### config.mk
export PLATFORM = sky130hd
export DESIGN_NAME = uart_ddr_wr_sched
export DESIGN_NICKNAME = d
export VERILOG_FILES = /design/src/rtl/uart_ddr_pkg.sv /design/src/rtl/uart_ddr_wr_sched.sv
export SDC_FILE = /design/constraint.sdc
export NUM_CORES = 1
export LEC_CHECK = 0
export BUFFER_PORTS_ARGS = -buffer_cell sky130_fd_sc_hd__buf_2
export CAP_MARGIN = 20
export CORE_MARGIN = 2
export CORE_UTILIZATION = 55
export DETAILED_ROUTE_END_ITERATION = 10
export PLACE_DENSITY = 0.8
export REMOVE_ABC_BUFFERS = 1
export SLEW_MARGIN = 10
export SYNTH_ARGS = -nofsm -noshare
export SYNTH_HDL_FRONTEND = slang
export SYNTH_SLANG_ARGS = --single-unit
export TNS_END_PERCENT = 30
### constraint.sdc
create_clock -name clk -period 3.55 [get_ports clk]
set_input_delay 0.1775 -clock clk [delete_from_list [all_inputs] [get_ports clk]]
set_output_delay 0.1775 -clock clk [all_outputs]
set_load 0.05 [all_outputs]
### src/rtl/uart_ddr_pkg.sv
// Shared definitions for the UART-to-DDR3 write path.
package uart_ddr_pkg;

   // Scheduler FSM: gather words, then hold a burst request until acknowledged
   typedef enum logic [0:0] {
      ST_COLLECT = 1'b0,
      ST_REQ     = 1'b1
   } sched_state_t;

   localparam int BYTES_PER_WORD = 4;
   localparam int BURST_LEN_W    = 9;

endpackage

### src/rtl/uart_ddr_wr_sched.sv
// Write scheduler between uart_receiver and the DDR3 write path.
// Forwards received words into the write FIFO, tracks how many are buffered
// but not yet committed, and requests bursts into a linear ring of DDR.
// A partial burst is flushed once the UART has been idle long enough.
module uart_ddr_wr_sched
   import uart_ddr_pkg::*;
#(
   parameter int unsigned FIFO_WR_WIDTH = 32,
   parameter int unsigned BURST_WORDS   = 16,
   parameter int unsigned FIFO_DEPTH    = 512,
   parameter int unsigned ADDR_WIDTH    = 30,
   parameter int unsigned BASE_ADDR     = 0,
   parameter int unsigned END_ADDR      = 1048576,
   parameter int unsigned TIMEOUT_CYC   = 104160
) (
   input  logic                     clk,
   input  logic                     rst,
   input  logic                     word_valid,
   input  logic [FIFO_WR_WIDTH-1:0] word_data,
   input  logic                     fifo_full,
   output logic                     fifo_wr_en,
   output logic [FIFO_WR_WIDTH-1:0] fifo_wr_data,
   output logic                     wr_burst_req,
   output logic [ADDR_WIDTH-1:0]    wr_burst_addr,
   output logic [BURST_LEN_W-1:0]   wr_burst_len,
   input  logic                     wr_burst_ack,
   output logic                     overflow
);

   localparam int PEND_W = $clog2(FIFO_DEPTH + 1);
   localparam int IDLE_W = $clog2(TIMEOUT_CYC + 1);
   localparam int SUM_W  = ADDR_WIDTH + 1;

   localparam logic [PEND_W-1:0]      BURST_PEND  = PEND_W'(BURST_WORDS);
   localparam logic [IDLE_W-1:0]      IDLE_MAX    = IDLE_W'(TIMEOUT_CYC);
   localparam logic [BURST_LEN_W-1:0] FULL_LEN    = BURST_LEN_W'(BURST_WORDS);
   localparam logic [SUM_W-1:0]       BURST_BYTES = SUM_W'(BURST_WORDS * BYTES_PER_WORD);
   localparam logic [SUM_W-1:0]       END_SUM     = SUM_W'(END_ADDR);
   localparam logic [ADDR_WIDTH-1:0]  BASE        = ADDR_WIDTH'(BASE_ADDR);

   sched_state_t                state, state_next;
   logic [PEND_W-1:0]           pending;
   logic [IDLE_W-1:0]           idle_cnt;
   logic                        accept;
   logic                        ack_take;
   logic                        issue;
   logic [BURST_LEN_W-1:0]      issue_len;
   logic [SUM_W-1:0]            addr_sum;
   logic [ADDR_WIDTH-1:0]       next_addr;

   assign accept       = word_valid & ~fifo_full;
   assign ack_take     = (state == ST_REQ) & wr_burst_ack;
   assign wr_burst_req = (state == ST_REQ);

   // Register the FIFO write one cycle after the strobe; a word that meets a full FIFO is dropped and flagged
   always_ff @(posedge clk) begin
      if (rst) begin
         fifo_wr_en   <= 1'b0;
         fifo_wr_data <= '0;
         overflow     <= 1'b0;
      end else begin
         fifo_wr_en <= accept;
         if (accept)
            fifo_wr_data <= word_data;
         if (word_valid && fifo_full)
            overflow <= 1'b1;
      end
   end

   // Buffered-but-uncommitted word count; accept and ack may land in the same cycle
   always_ff @(posedge clk) begin
      if (rst)
         pending <= '0;
      else
         pending <= pending + PEND_W'(accept) - (ack_take ? PEND_W'(wr_burst_len) : '0);
   end

   // Idle timer: restarts on any strobe or when nothing is buffered, saturates at the timeout
   always_ff @(posedge clk) begin
      if (rst)
         idle_cnt <= '0;
      else if (word_valid || (pending == '0))
         idle_cnt <= '0;
      else if (idle_cnt != IDLE_MAX)
         idle_cnt <= idle_cnt + 1'b1;
   end

   // Next burst address; wrap to the ring start if a full burst would no longer fit before the end
   always_comb begin
      addr_sum  = {1'b0, wr_burst_addr} + SUM_W'(wr_burst_len) * SUM_W'(BYTES_PER_WORD);
      next_addr = addr_sum[ADDR_WIDTH-1:0];
      if ((addr_sum + BURST_BYTES) > END_SUM)
         next_addr = BASE;
   end

   // FSM state register
   always_ff @(posedge clk) begin
      if (rst)
         state <= ST_COLLECT;
      else
         state <= state_next;
   end

   // Next-state logic: a full burst wins over a timeout flush
   always_comb begin
      state_next = state;
      issue      = 1'b0;
      issue_len  = '0;
      case (state)
         ST_COLLECT: begin
            if (pending >= BURST_PEND) begin
               issue     = 1'b1;
               issue_len = FULL_LEN;
            end else if ((idle_cnt == IDLE_MAX) && (pending != '0)) begin
               issue     = 1'b1;
               issue_len = BURST_LEN_W'(pending);
            end
            if (issue)
               state_next = ST_REQ;
         end
         ST_REQ: begin
            if (wr_burst_ack)
               state_next = ST_COLLECT;
         end
         default: state_next = ST_COLLECT;
      endcase
   end

   // Latch the burst length at issue and advance the ring address when the burst completes
   always_ff @(posedge clk) begin
      if (rst) begin
         wr_burst_addr <= BASE;
         wr_burst_len  <= '0;
      end else begin
         if (issue)
            wr_burst_len <= issue_len;
         if (ack_take)
            wr_burst_addr <= next_addr;
      end
   end

endmodule

==> results.json <==
{
  "hp-class": "input port to flip-flop",
  "worstMarginPinSlew_ps": 733,
  "tritoncts": "built",
  "start_kind": "flip-flop",
  "start_util_pct": 56.4,
  "drt-pass1-iter-count": 4,
  "post-route-period-util_pct": 95.6,
  "clock_path_buffers": 2,
  "min_period_ps": 3400,
  "die-area_um2": 10200,
  "pwr-share-clk_pct": 27.2,
  "combPwrFrac_pct": 26.2,
  "vdd_ir_drop_max_mv": 0.263,
  "clk_pin_slew_ps": 110,
  "switching_share_pct": 33.9,
  "io_pins": 111,
  "cts_inserted_buffers": 9,
  "dr.first_iter.drc_count": 165,
  "ys.warnings.count": 0,
  "synth-main-ff-cell": "dfxtp_1",
  "ctsRootBufferMaster": "clkbuf_8",
  "p_leak_nw": 2.61,
  "final_cell_mix": "nand2_1, buf_2, dfxtp_1",
  "post_drt_wl_per_cell_um": 14.7,
  "final_common_cell": "nand2_1",
  "gr-usage-all-layers_pct": 23.6,
  "drt-total-wl_um": 12300,
  "slew_headroom_pct": 51.1,
  "htree_levels": 3,
  "internal_power_mw": 1.73,
  "status": "finished clean",
  "fmax_mhz": 295,
  "antenna_found_initial": 0,
  "hold_violations": 0,
  "place_inst": 813,
  "power_frac_seq_pct": 46.6,
  "ys_types": 72,
  "critPathMaxFanout": 8,
  "drv_cap": 0,
  "grt_max_degree": 40,
  "antenna_left": 0,
  "synth-seq-area-share_pct": 38.2,
  "avgSynthCellArea_um2": 8.44,
  "synth_edf_count": 0,
  "async_reset_ff_share_pct": 0,
  "p_per_area_nw_per_um2": 431,
  "fin_worst_skew_ps": 12.7,
  "worst_setup_path_end_kind": "flip-flop",
  "core_area_um2": 9200,
  "grt_pass1_wl_um": 20000,
  "path_class": "flip-flop to flip-flop",
  "rows": 35,
  "viasPerCell": 5.62,
  "utilization_pct": 66.1,
  "vias": 4708,
  "finalMaxSlewViolations": 0,
  "grt_pass1_vias": 4425,
  "place_hpwl_um": 9040,
  "clock_sinks": 99,
  "synth.cell_area_um2": 5190,
  "insertion_delay_ps": 360,
  "gp_congestion": 0.911,
  "synthCells": 615,
  "whs_ps": 31.6,
  "nets": 789,
  "setup_ws_ps": 154,
  "drcViolationCount": 0,
  "setup_violations": 0,
  "insertedDiodeCount": 0,
  "stdcell_count": 837,
  "tns_ps": 0,
  "area.growth.synth_to_final_pct": 17.2,
  "required_ps": 3800,
  "cp.arrival_ps": 3640,
  "io_buffers": 108,
  "die_w_um": 101,
  "preCtsSetupSlack_ps": -54.5,
  "ys_seq_elements": 99,
  "power_switching_mw": 0.887,
  "drive_gt1_share_pct": 24.0,
  "grt.overflow.total": 0,
  "die_y_um": 101
}
-- registers in the layout, summed over array words and instances (netlist names) --
register / count
fifo_wr_data: 32
fifo_wr_en: 1
idle_cnt: 17
overflow: 1
pending: 10
wr_burst_addr: 28
wr_burst_len: 9
wr_burst_req: 1
-- cells by family after synthesis --
| logic type | share of synthesized area [%] |
|---|---|
| xor+xnor | 6.58 |
| fa+ha+maj | 7.76 |
| compound gates | 17.6 |
| flops | 38.2 |
| mux | 0.651 |
| other cells | 0.0723 |
| buf+inv | 4.68 |
| simple gates | 24.5 |
-- cell type report --
class	instances	area [um^2]
multi-input combinational	468	3020
clock inverter	6	57.6
timing repair buffer	126	676
clock buffer	10	138
sequential	99	1980
fill	769	3120
tap	111	139
inverter	17	63.8
-- power groups by stage --
| stage | combinational [mW] | clock [mW] | sequential, mW |
|---|---|---|---|
| 2_1_floorplan | 0.437 | 0 | 1.33 |
| 3_5_place_dp | 0.684 | 0 | 1.24 |
| 3_3_place_gp | 0.661 | 0 | 1.24 |
| 5_1_grt | 0.765 | 0.776 | 1.23 |
| 6_report | 0.687 | 0.712 | 1.22 |
| 4_1_cts | 0.691 | 0.725 | 1.22 |
-- final timing paths --
kind	from	slack [ps]	to	cells after the start
setup / recovery	wr_burst_addr[2]$_SDFFE_PP0P_	150	wr_burst_addr[12]$_SDFFE_PP0P_	14
hold / removal	word_data[28]	30	fifo_wr_data[28]$_SDFFE_PP0P_	3
setup reg to reg	wr_burst_addr[2]$_SDFFE_PP0P_	150	wr_burst_addr[12]$_SDFFE_PP0P_	14
hold reg to reg	fifo_wr_data[4]$_SDFFE_PP0P_	460	fifo_wr_data[4]$_SDFFE_PP0P_	2
-- stage by stage --
step	power (mW)	cell area, um^2
final	2.62	6080
after global routing	2.77	6080
after CTS	2.64	5980
after detailed placement	1.93	5780
after global placement	1.90	5780
after floorplan	1.76	5010
-- timing repair --
action,in CTS,in global routing
setup buffers,0,7
hold buffers,0,0
endpoints found under the setup margin,11,18
cloned,0,1
pin swaps,0,5
gates resized for setup,1,7
-- Yosys cell counts, types with 4 or more instances --
cell type  instances  area, um^2
nand2_1          110         413
dfxtp_1           99        1980
nor2_1            54         203
a21oi_1           45         225
ha_1              29         363
xnor2_1           26         228
nand3_1           23         115
clkbuf_1          22        82.6
and2_1            16         100
inv_1             16        60.1
xor2_1            13         114
and3_1            12        75.1
nor3_1            10        50.1
o21ai_0           10        50.1
o21ai_2            8        70.1
nor2b_1            7        43.8
buf_6              6        67.6
nand2b_1           5        31.3
nand4_1            5        31.3
o21ai_1            5        25.0
a21o_1             4        30.0
a22oi_1            4        30.0
nor4_1             4        25.0
o2111ai_1          4        35.0
o21a_1             4        30.0
-- worst max-delay path: stages (launching register included) --
cell,delay [ps]
dfxtp_2,350
ha_1,170
inv_1,50
fa_1,400
nand2b_2,240
a21boi_4,260
a21boi_4,120
or3_1,390
a22oi_2,230
o2111ai_4,170
o21a_1,220
a211o_1,310
buf_4,180
nand3_1,100
o211ai_1,90
-- metal layers --
metal,routed length (um),global-route usage (%),vias to the layer above
met5,0,0,-
met3,736,5.31,29
met4,312,8.94,0
met1,5040,28.8,2181
li1,-,-,2334
met2,6190,40.8,164
(Power assumes the default switching activity.)
